===== config.mk =====
export PLATFORM = sky130hd
export DESIGN_NAME = pulse_train_gen
export DESIGN_NICKNAME = d
export VERILOG_FILES = /design/src/rtl/pulse_train_gen.sv
export SDC_FILE = /design/constraint.sdc
export NUM_CORES = 1
export LEC_CHECK = 0
export ABC_CLOCK_PERIOD_IN_PS = 3000
export BUFFER_PORTS_ARGS = -buffer_cell sky130_fd_sc_hd__buf_4
export CORE_ASPECT_RATIO = 2
export CORE_UTILIZATION = 55
export CTS_CLUSTER_SIZE = 24
export DETAILED_ROUTE_END_ITERATION = 6
export PLACE_DENSITY = 0.76
export SYNTH_ARGS = -nofsm -noshare
export SYNTH_HDL_FRONTEND = slang
export SYNTH_SLANG_ARGS = --single-unit

===== constraint.sdc =====
create_clock -name clk_in -period 3 [get_ports clk_in]
set_input_delay 0.6 -clock clk_in [delete_from_list [all_inputs] [get_ports clk_in]]
set_output_delay 0.6 -clock clk_in [all_outputs]
set_load 0.02 [all_outputs]

===== src/rtl/pulse_train_gen.sv =====
// Pulse train generator: emits pulse_num_in pulses (HIGH_CYC high / LOW_CYC low) inside a WINDOW_CYC window.
// Optional macro PULSE_TRAIN_GEN_CONT_EN: seamless back-to-back windows instead of one-shot operation.
module pulse_train_gen #(
  parameter logic [31:0] WINDOW_CYC = 32'd200000000,
  parameter logic [15:0] HIGH_CYC   = 16'd1,
  parameter logic [15:0] LOW_CYC    = 16'd1
) (
  input  logic       clk_in,
  input  logic       rst_n_in,
  input  logic       start_in,
  input  logic [7:0] pulse_num_in,
  output logic       pulse_out,
  output logic       busy_out,
  output logic       done_out,
  output logic [7:0] sent_out,
  output logic       overrun_out
);

  typedef enum logic [1:0] {
    IDLE = 2'd0,
    HIGH = 2'd1,
    LOW  = 2'd2,
    HOLD = 2'd3
  } state_t;

  state_t      state_q, state_d;
  logic [7:0]  num_q, num_d;
  logic [31:0] tim_cnt_q, tim_cnt_d;
  logic [15:0] ph_cnt_q, ph_cnt_d;
  logic [7:0]  sent_q, sent_d;
  logic        overrun_q, overrun_d;
  logic        done_q, done_d;
  logic        win_end;

  assign win_end = (state_q != IDLE) && (tim_cnt_q == WINDOW_CYC - 32'd1);

  always_ff @(posedge clk_in or negedge rst_n_in) begin
    if (!rst_n_in) begin
      state_q   <= IDLE;
      num_q     <= 8'd0;
      tim_cnt_q <= 32'd0;
      ph_cnt_q  <= 16'd0;
      sent_q    <= 8'd0;
      overrun_q <= 1'b0;
      done_q    <= 1'b0;
    end else begin
      state_q   <= state_d;
      num_q     <= num_d;
      tim_cnt_q <= tim_cnt_d;
      ph_cnt_q  <= ph_cnt_d;
      sent_q    <= sent_d;
      overrun_q <= overrun_d;
      done_q    <= done_d;
    end
  end

  always_comb begin
    state_d   = state_q;
    num_d     = num_q;
    tim_cnt_d = tim_cnt_q;
    ph_cnt_d  = ph_cnt_q;
    sent_d    = sent_q;
    overrun_d = overrun_q;
    done_d    = 1'b0;

    case (state_q)
      IDLE: begin
        if (start_in) begin
          num_d     = pulse_num_in;
          tim_cnt_d = 32'd0;
          ph_cnt_d  = 16'd0;
          sent_d    = 8'd0;
          overrun_d = 1'b0;
          state_d   = (pulse_num_in != 8'd0) ? HIGH : HOLD;
        end
      end
      HIGH: begin
        if (ph_cnt_q == HIGH_CYC - 16'd1) begin
          ph_cnt_d = 16'd0;
          sent_d   = sent_q + 8'd1;
          state_d  = (sent_q + 8'd1 == num_q) ? HOLD : LOW;
        end else begin
          ph_cnt_d = ph_cnt_q + 16'd1;
        end
      end
      LOW: begin
        if (ph_cnt_q == LOW_CYC - 16'd1) begin
          ph_cnt_d = 16'd0;
          state_d  = HIGH;
        end else begin
          ph_cnt_d = ph_cnt_q + 16'd1;
        end
      end
      HOLD: begin
      end
      default: state_d = IDLE;
    endcase

    if (state_q != IDLE) begin
      tim_cnt_d = tim_cnt_q + 32'd1;
    end

    // Window end overrides the phase logic; a HIGH finishing on this cycle has already counted.
    if (win_end) begin
      done_d = 1'b1;
      if (((state_q == HIGH) || (state_q == LOW)) && (sent_d < num_q)) begin
        overrun_d = 1'b1;
      end
      tim_cnt_d = 32'd0;
      ph_cnt_d  = 16'd0;
`ifdef PULSE_TRAIN_GEN_CONT_EN
      num_d   = pulse_num_in;
      sent_d  = 8'd0;
      state_d = (pulse_num_in != 8'd0) ? HIGH : HOLD;
`else
      state_d = IDLE;
`endif
    end
  end

  assign pulse_out   = (state_q == HIGH);
  assign busy_out    = (state_q != IDLE);
  assign done_out    = done_q;
  assign sent_out    = sent_q;
  assign overrun_out = overrun_q;

endmodule


==> results_dict.tcl <==
set metrics [dict create \
    status "finished, final reports clean" \
    worst_slack_ns 0.3143 \
    antennaDiodeCount 0 \
    required_ns 3.26 \
    place_ws_ns 0.1500 \
    crit_type "reg2reg" \
    tns_ns 0 \
    layout-drive-gt1-share_pct 14.94 \
    regArea_um2 1703 \
    crit_family "simple AND/OR/NAND/NOR gates" \
    rsz0062_at_grt "no" \
    routabilityCongestion 0.8683 \
    worstMarginPinSlew_ns 0.8853 \
    synth_flop_cell "dfrtp_1" \
    root_buffer "clkbuf_16" \
    hold_class "in2async" \
    die_area_um2 7870 \
    cts_tree "done" \
    viasPerCell 6.318 \
    grt_pass1_wl_um 17330 \
    min_period_over_period_pct 89.52 \
    dp_hpwl_um 7164 \
    critPathSlowestCell "dfrtp_2" \
    seqPwrFrac_pct 31.3 \
    critical_path_arrival_ns 2.95 \
    final_cells 594 \
    fillCellCount 628 \
    swShare_pct 37.36 \
    maxSlewViolCount 0 \
    start_kind "register" \
    io_buffers 22 \
    area_growth_pct 16.50 \
    hold_viol 0 \
    clock-sinks 68 \
    ys_types 53 \
    initial_core_util_pct 56.75 \
    leakage_nw 2.030 \
    max_cap_violations 0 \
    netlist_area_um2 4124 \
    crit_fanout 14 \
    irDropWorstVdd_uv 523.9 \
    yosysWarnings 0 \
    max_freq_ghz 0.3723 \
    syn_inst 470 \
    layout_commonest_cell "dfrtp_1" \
    switchingPower_mw 1.471 \
    grt_overflow 0 \
    chipWidth_um 63.23 \
    crit_path_cell_trace "inv_1 > ha_1 > nor4b_2 > nand4_1 > or2_2 > o21ai_0 > nand2_1 > o21ai_0 > ha_1 > a21oi_2 > nor2b_1 > o21ai_0 > nand4b_1 > o21ai_1" \
    layout_common_cells "dfrtp_1, nand2_1, o21ai_1, buf_4, o21ai_0" \
    min_period_ns 2.686 \
    slew_headroom_pct 40.98 \
    syn_nets 495 \
    drc 0 \
    wl_um 10220 \
    clock_skew_ns 0.005670 \
    io_pins 23 \
    clkLatencyLatePin_ns 0.33 \
    pwr_density_cell_nw_per_um2 819.3 \
    avgSynthCellArea_um2 8.774 \
    rows 44 \
    multiInputGateArea_um2 2297 \
    antenna_found_initial 0 \
    dieHeight_um 124.5 \
    clockBufferDepth 2 \
    cpMostUsedCell "o21ai_0" \
    p_int_mw 2.466 \
    htreeDepth 3 \
    async_flop_share_pct 100.0 \
    cp_num_buf_inv 1 \
    finalSetupViolations 0 \
    cpPeakStageDelay_ns 0.43 \
    route.detailed.wl_per_inst_um 17.20 \
    grt.total_usage_pct 28.10 \
    ys_ff_latch 68 \
    clkPwrFrac_pct 31.6 \
    drt_pass1_iterations 4 \
    core_area_um2 7267 \
    hold_buffers 0 \
    numCtsBuffers 9 \
    final_nets 522 \
    place_inst 578 \
    vias 3753 \
    clkTransAtPathRegs_ns 0.06 \
    ant_nets 0 \
    seq_area_frac_synth_pct 41.26 \
    postCtsSetupRepairBufs 0 \
    drtIter0Drc 233 \
    combPwrFrac_pct 37.0 \
    setup.worst_path.end_class "register" \
    grt_max_degree 69 \
    hold_ws_ns 0.3697 \
    grt_pass1_vias 3887 \
    synth_edf_count 0 \
]
==> what timing repair did <==
item                                   4_1_cts  5_1_grt
setup endpoints to repair                    0        1
endpoints found under the hold margin        0        0
resized for setup                            0        5
==> registers in the layout (all words and copies together), names as in the netlist <==
signal / flops
tim_cnt_q: 32
ph_cnt_q: 16
num_q: 8
sent_out: 8
state_q: 2
done_out: 1
overrun_out: 1
==> area by class of cell <==
class / count / area share, %
Clock buffer: 12 / 5.339
Clock inverter: 4 / 1.979
Inverter: 18 / 1.406
Multi-Input combinational cell: 364 / 47.81
Sequential cell: 68 / 35.44
Tap cell: 92 / 2.396
Timing Repair Buffer: 36 / 5.625
==> worst paths after layout <==
check	from	to	slack, ns	depth (start not counted)
min in group clk_in	tim_cnt_q[27]$_DFFE_PN0P_	tim_cnt_q[27]$_DFFE_PN0P_	0.49	1
min	rst_n_in	sent_out[4]$_DFF_PN0_	0.37	1
max reg2reg	ph_cnt_q[0]$_DFFE_PN0P_	overrun_out$_DFF_PN0_	0.31	14
max in group asynchronous	rst_n_in	ph_cnt_q[0]$_DFFE_PN0P_	1.97	1
max	ph_cnt_q[0]$_DFFE_PN0P_	overrun_out$_DFF_PN0_	0.31	14
min reg2reg	tim_cnt_q[27]$_DFFE_PN0P_	tim_cnt_q[27]$_DFFE_PN0P_	0.49	1
==> kinds of logic (layout without fill, tap and decap cells) <==
family | count (synthesis) | count (layout) | share of synthesized area [%]
compound gates | 136 | 136 | 19.93
xor+xnor | 17 | 17 | 3.611
fa+ha+maj | 14 | 14 | 4.248
buf+inv | 38 | 70 | 3.671
flops | 68 | 68 | 41.26
mux | 12 | 12 | 3.155
simple gates | 185 | 185 | 24.12
==> synth_stat cells, types with 6 or more instances <==
cell type,instances,share of area (%)
dfrtp_1,68,41
nand2_1,50,4.6
o21ai_1,35,4.2
o21ai_0,32,3.9
nand3_1,29,3.5
a21oi_1,26,3.2
nor2_1,25,2.3
inv_1,18,1.6
nand4_1,16,2.4
ha_1,14,4.2
and3_1,13,2.0
clkbuf_1,13,1.2
a31oi_1,12,1.8
nor3_1,10,1.2
xnor2_1,9,1.9
mux2_2,8,2.2
xor2_1,8,1.7
buf_2,7,0.85
nand2b_1,7,1.1
o31ai_1,6,1.1
==> power by group through the flow <==
| stage | clock network (mW) | registers [mW] | logic [mW] |
|---|---|---|---|
| 5_1_grt | 1.29 | 1.25 | 1.63 |
| 2_1_floorplan | 0 | 1.19 | 1.03 |
| 6_report | 1.25 | 1.23 | 1.46 |
| 4_1_cts | 1.27 | 1.23 | 1.45 |
| 3_3_place_gp | 0 | 1.24 | 1.41 |
| 3_5_place_dp | 0 | 1.24 | 1.44 |
==> worst register-to-register path, stage by stage, from the launching register on <==
cell and delay (ns):
dfrtp_2 0.43, inv_1 0.07, ha_1 0.13, nor4b_2 0.18, nand4_1 0.16, or2_2 0.42
o21ai_0 0.19, nand2_1 0.06, o21ai_0 0.10, ha_1 0.30, a21oi_2 0.13, nor2b_1 0.05
o21ai_0 0.14, nand4b_1 0.12, o21ai_1 0.13
==> metal layers <==
layer | wire [µm] | GRT usage (%)
met5 | 0 | 0
met2 | 5715 | 51.23
met3 | 341 | 4.853
met4 | 388 | 18.05
met1 | 3770 | 28.32
==> per-stage QoR <==
stage	total power [mW]	instance area (µm²)	utilization, %
2_1_floorplan	2.217	4124	-
3_3_place_gp	2.643	4434	61.02
3_5_place_dp	2.681	4434	61.02
4_1_cts	3.948	4786	65.86
5_1_grt	4.172	4805	66.12
6_report	3.937	4805	66.12
No activity file was read; power rests on OpenSTA's default activity.
